File: config.mk
export PLATFORM = sky130hd
export DESIGN_NAME = micro_sequencer
export DESIGN_NICKNAME = d
export VERILOG_FILES = /design/src/rtl/micro_pkg.sv /design/src/rtl/micro_sequencer_sat_counter.sv /design/src/rtl/micro_sequencer.sv
export SDC_FILE = /design/constraint.sdc
export NUM_CORES = 1
export LEC_CHECK = 0
export ABC_AREA = 1
export CAP_MARGIN = 0
export CORE_MARGIN = 2
export CORE_UTILIZATION = 47
export DETAILED_ROUTE_END_ITERATION = 16
export PLACE_DENSITY = 0.79
export SLEW_MARGIN = 40
export SYNTH_ARGS = -nofsm -noshare
export SYNTH_HDL_FRONTEND = slang
export SYNTH_HIERARCHICAL = 1
export SYNTH_SLANG_ARGS = --single-unit
File: constraint.sdc
create_clock -name clk -period 2.11 [get_ports clk]
set_input_delay 0.633 -clock clk [delete_from_list [all_inputs] [get_ports clk]]
set_output_delay 0.633 -clock clk [all_outputs]
set_load 0.05 [all_outputs]
File: src/rtl/micro_pkg.sv
// Shared definitions for the microprogrammed control unit: sequencer states,
// default widths and control-word field positions.
package micro_pkg;

    localparam int unsigned ADDR_W_DEF = 5;
    localparam int unsigned CW_W_DEF   = 24;
    localparam int unsigned CNT_W_DEF  = 16;
    localparam logic [ADDR_W_DEF-1:0] START_ADDR_DEF = 5'b00000;

    typedef enum logic [1:0] {
        ST_IDLE  = 2'd0,
        ST_FETCH = 2'd1,
        ST_EXEC  = 2'd2,
        ST_HALT  = 2'd3
    } state_e;

    // Control word layout, top down: naddr | br | end | ctrl
    function automatic int unsigned naddr_msb(input int unsigned cw_w);
        return cw_w - 1;
    endfunction

    function automatic int unsigned naddr_lsb(input int unsigned cw_w, input int unsigned addr_w);
        return cw_w - addr_w;
    endfunction

    function automatic int unsigned br_bit(input int unsigned cw_w, input int unsigned addr_w);
        return cw_w - addr_w - 1;
    endfunction

    function automatic int unsigned end_bit(input int unsigned cw_w, input int unsigned addr_w);
        return cw_w - addr_w - 2;
    endfunction

    function automatic int unsigned ctrl_msb(input int unsigned cw_w, input int unsigned addr_w);
        return cw_w - addr_w - 3;
    endfunction

    localparam int unsigned NADDR_MSB = naddr_msb(CW_W_DEF);
    localparam int unsigned NADDR_LSB = naddr_lsb(CW_W_DEF, ADDR_W_DEF);
    localparam int unsigned BR_BIT    = br_bit(CW_W_DEF, ADDR_W_DEF);
    localparam int unsigned END_BIT   = end_bit(CW_W_DEF, ADDR_W_DEF);
    localparam int unsigned CTRL_MSB  = ctrl_msb(CW_W_DEF, ADDR_W_DEF);

endpackage

File: src/rtl/micro_sequencer_sat_counter.sv
// Up-counter that sticks at all-ones instead of wrapping.
module sat_counter #(
    parameter int unsigned CNT_W = 16
) (
    input  logic             clk,
    input  logic             rstn,
    input  logic             en,
    output logic [CNT_W-1:0] count
);

    always_ff @(posedge clk or negedge rstn) begin
        if (!rstn) begin
            count <= '0;
        end else if (en && (count != {CNT_W{1'b1}})) begin
            count <= count + CNT_W'(1);
        end
    end

endmodule

File: src/rtl/micro_sequencer.sv
// CAR/CR sequencer: addresses the control store, holds the current control
// word and steps FETCH -> EXEC per microinstruction, with stall and halt.
module micro_sequencer
    import micro_pkg::*;
#(
    parameter int unsigned ADDR_W = ADDR_W_DEF,
    parameter int unsigned CW_W   = CW_W_DEF,
    parameter logic [ADDR_W-1:0] START_ADDR = ADDR_W'(START_ADDR_DEF),
    parameter int unsigned CNT_W  = CNT_W_DEF
) (
    input  logic                   clk,
    input  logic                   rstn,
    input  logic                   start,
    input  logic                   stall,
    input  logic [ADDR_W-1:0]      next_addr_in,
    output logic [ADDR_W-1:0]      cs_addr,
    input  logic [CW_W-1:0]        cs_data,
    output logic [ADDR_W-1:0]      naddr_out,
    output logic                   br_out,
    output logic [CW_W-ADDR_W-3:0] ctrl_out,
    output logic                   ctrl_valid,
    output logic                   running,
    output logic                   halted,
    output logic [CNT_W-1:0]       retired
);

    localparam int unsigned CR_NADDR_MSB = naddr_msb(CW_W);
    localparam int unsigned CR_NADDR_LSB = naddr_lsb(CW_W, ADDR_W);
    localparam int unsigned CR_BR        = br_bit(CW_W, ADDR_W);
    localparam int unsigned CR_END       = end_bit(CW_W, ADDR_W);
    localparam int unsigned CR_CTRL_MSB  = ctrl_msb(CW_W, ADDR_W);

    state_e              state;
    logic [ADDR_W-1:0]   car;
    logic [CW_W-1:0]     cr;
    logic                retire_en;

    // Sequencer state, CAR, CR and the registered status flags
    always_ff @(posedge clk or negedge rstn) begin
        if (!rstn) begin
            state   <= ST_IDLE;
            car     <= START_ADDR;
            cr      <= '0;
            running <= 1'b0;
            halted  <= 1'b0;
        end else begin
            case (state)
                ST_IDLE, ST_HALT: begin
                    if (start) begin
                        state   <= ST_FETCH;
                        car     <= START_ADDR;
                        running <= 1'b1;
                        halted  <= 1'b0;
                    end
                end
                ST_FETCH: begin
                    cr    <= cs_data;
                    state <= ST_EXEC;
                end
                ST_EXEC: begin
                    if (!stall) begin
                        if (cr[CR_END]) begin
                            state   <= ST_HALT;
                            running <= 1'b0;
                            halted  <= 1'b1;
                        end else begin
                            car   <= next_addr_in;
                            state <= ST_FETCH;
                        end
                    end
                end
                default: begin
                    state   <= ST_IDLE;
                    running <= 1'b0;
                    halted  <= 1'b0;
                end
            endcase
        end
    end

    // A microinstruction retires on the unstalled EXEC cycle
    assign retire_en  = (state == ST_EXEC) && !stall;
    assign ctrl_valid = retire_en;

    assign cs_addr   = car;
    assign naddr_out = cr[CR_NADDR_MSB:CR_NADDR_LSB];
    assign br_out    = cr[CR_BR];
    assign ctrl_out  = cr[CR_CTRL_MSB:0];

    sat_counter #(
        .CNT_W (CNT_W)
    ) u_retired (
        .clk   (clk),
        .rstn  (rstn),
        .en    (retire_en),
        .count (retired)
    );

endmodule

==> impl_metrics.csv <==
group,metric,value,unit
final_layout,final_cell_mix,"162 x nand2_1, 51 x buf_4, 49 x dfrtp_1",
detailed_routing,drtIter0Drc,79,
timing,slew_viol_final,0,
synth,synth-edff-count,0,
final_layout,syn2layout_area_growth,26.73,%
detailed_routing,via_count,2231,
clocking,root_buffer,"clkbuf_8",
timing,finalSetupViolations,0,
floorplan,rows,27,
synth,ys_async_sr_fraction,100.0,%
power,vdd_drop_max,0.8694,mV
synth,syn_area_per_cell,7.907,um2
timing,timing.setup.tns,0,ns
worst_setup_path,cp_max_fo,2,
worst_setup_path,cp_top_family,"buffers and inverters",
final_layout,layout-drive-gt1-share,22.03,%
timing,tightest_slew,0.3966,ns
power,leakagePower,1.736,nW
final_layout,nNetsFinal,440,
timing,finalHoldViolations,0,
synth,syn_inst,341,
grt,grt_pass1_wl,9211,um
synth,syn_area,2696,um2
detailed_routing,wirelength,5495,um
status,status,"completed",
clocking,clock_sinks,49,
synth,synth_simple_gate_area_share,36.52,%
grt,overflow,0,
power,powerDensity,1584,nW/um2
synth,synth-xor-area-share,1.949,%
floorplan,die_x,79.74,um
timing,post-route-period-util,96.61,%
final_layout,diodes,0,
worst_setup_path,max_stage_delay,0.46,ns
synth,synth_flop_cell,"dfrtp_1",
detailed_routing,ant_nets,0,
final_layout,final_common_cell,"nand2_1",
clocking,numCtsBuffers,5,
worst_setup_path,arrival,1.41,ns
synth,yosysSeqAreaShare,45.48,%
grt,grt_pass1_vias,2126,
detailed_routing,route.detailed.drc,0,
placed_design,gp_congestion,0.7894,
worst_setup_path,cp.required,1.48,ns
clocking,cts_tree,"built",
clocking,insertion_delay,0.31,ns
placed_design,place_ws,0.006789,ns
floorplan,die_y,79.74,um
placed_design,numPortBuffers,79,
synth,syn-num-nets,378,
synth,synth-adder-area-share,1.856,%
synth,synth_mux_area_share,0,%
timing,grt_setup_unrepaired,"no",
timing,period_needed,2.038,ns
timing,fin_skew,0.01205,ns
final_layout,fill_cells,523,
clocking,clock_path_buffers,2,
final_layout,final_util,61.68,%
synth,synth_seq_cells,49,
clocking,cts_hold_buf,0,
floorplan,core,5540,um2
worst_hold_path,hp-class,"in -> async",
clocking,cts_max_level,2,
grt,grt_max_degree,50,
detailed_routing,avgViaCountPerCell,4.687,
synth,synth_compound_area_share,2.506,%
worst_setup_path,worst-path-buf-inv,2,
synth,ys_warn_count,6,
timing,fin_ws,0.07153,ns
clocking,clk_pin_slew,0.09,ns
placed_design,dp.final_hpwl,4212,um
worst_setup_path,cpMaxStageDelayCell,"clkdlybuf4s50_1",
worst_setup_path,crit_path_end_kind,"primary output",
floorplan,dieArea,6358,um2
synth,synth_top_family_by_area,"simple AND/OR/NAND/NOR gates",
timing,fmax,490.6,MHz
floorplan,ioPinCount,80,
grt,antenna_found_initial,0,
detailed_routing,wl_per_cell,11.54,um
flow_run,drv_cap,0,
worst_setup_path,cp_cell_sequence,"clkdlybuf4s50_1 -> nor2_4 -> buf_12",
worst_setup_path,crit_type,"in -> out",
detailed_routing,dr.pass1.iters,4,
synth,synth_cell_types,26,
grt,grt_usage,18.18,%
worst_setup_path,startpoint_type,"input pin",
timing,maxSlewHeadroom,73.50,%
floorplan,initial_utilization,48.67,%
[repair_timing]
action,4_1_cts,5_1_grt
buffers inserted,0,0
gates resized for setup,0,1
endpoints found under the setup margin,0,1
[registers in the layout (all words and copies together) (netlist names)]
register,cells
u_retired/count,16
halted,1
cr,24
cs_addr,5
state,2
running,1
[area by class of cell]
class / instances / area, um2 / area share, %
flip-flops and latches: 49 / 1226 / 35.88
clock buffers: 5 / 68.82 / 2.014
inverters: 22 / 85.08 / 2.490
clock inverters: 3 / 46.29 / 1.355
well taps: 72 / 90.09 / 2.636
repair buffers: 85 / 738.2 / 21.60
multi-input cells: 240 / 1162 / 34.02
[power breakdown]
group | switching (W) | total (W) | internal, W | leakage [nW]
logic | 0.00220 | 0.00313 | 0.000936 | 1.07
registers | 0.000286 | 0.00160 | 0.00132 | 0.615
clock network | 0.000319 | 0.000674 | 0.000355 | 0.0543
[path summary, 6_finish.rpt]
| kind | from | to | slack (ns) | depth (start not counted) |
|---|---|---|---|---|
| max | stall | ctrl_valid | 0.07 | 3 |
| min | rstn | u_retired/count[12]$_DFFE_PN0P_ | 0.29 | 2 |
| max reg2reg | state[0]$_DFFE_PN0P_ | u_retired/count[7]$_DFFE_PN0P_ | 0.40 | 9 |
| min reg2reg | running$_DFFE_PN0P_ | running$_DFFE_PN0P_ | 0.48 | 2 |
| max in group asynchronous | rstn | u_retired/count[1]$_DFFE_PN0P_ | 1.58 | 2 |
| min in group clk | running$_DFFE_PN0P_ | running$_DFFE_PN0P_ | 0.48 | 2 |
[cell families after synthesis]
group                    after synthesis
AO/OA/AOI/OAI                         12
XOR/XNOR                               6
adder cells (fa/ha/maj)                4
buffers and inverters                 52
flip-flops                            49
AND/OR/NAND/NOR                      218
[through the flow]
stage	cells	instance area [um2]	hold WS, ns	total power [W]
after floorplan	341	2699	0.3374	0.004186
after global placement	468	3297	0.4567	0.004722
after detailed placement	468	3297	0.4606	0.004788
after CTS	476	3412	0.3073	0.005479
after global routing	476	3417	0.3117	0.005780
final	476	3417	0.2940	0.005412
[routing by layer]
| layer | vias up | wire (um) | GRT usage (%) |
|---|---|---|---|
| met2 | 64 | 2791 | 34.03 |
| li1 | 1144 | - | - |
| met3 | 5 | 301 | 4.751 |
| met5 | - | 0 | 0 |
| met4 | 0 | 36 | 4.068 |
| met1 | 1018 | 2366 | 20.61 |
[cell usage after synthesis, types with 3 or more instances]
master    instances  area (um2)
buf_4            25       187.7
buf_6             3       33.78
dfrtp_1          49        1226
ha_1              4       50.05
inv_1            19       71.32
nand2_1         162       608.1
nand2_2           6       37.54
nand3_1           8       40.04
nand3b_1          5       37.54
nand4_1           5       31.28
nor2_1           17       63.81
nor2_2            6       37.54
nor2_4            5       56.30
o21ai_0           9       45.04
xnor2_1           5       43.79
No activity file was read; power rests on OpenSTA's default activity.
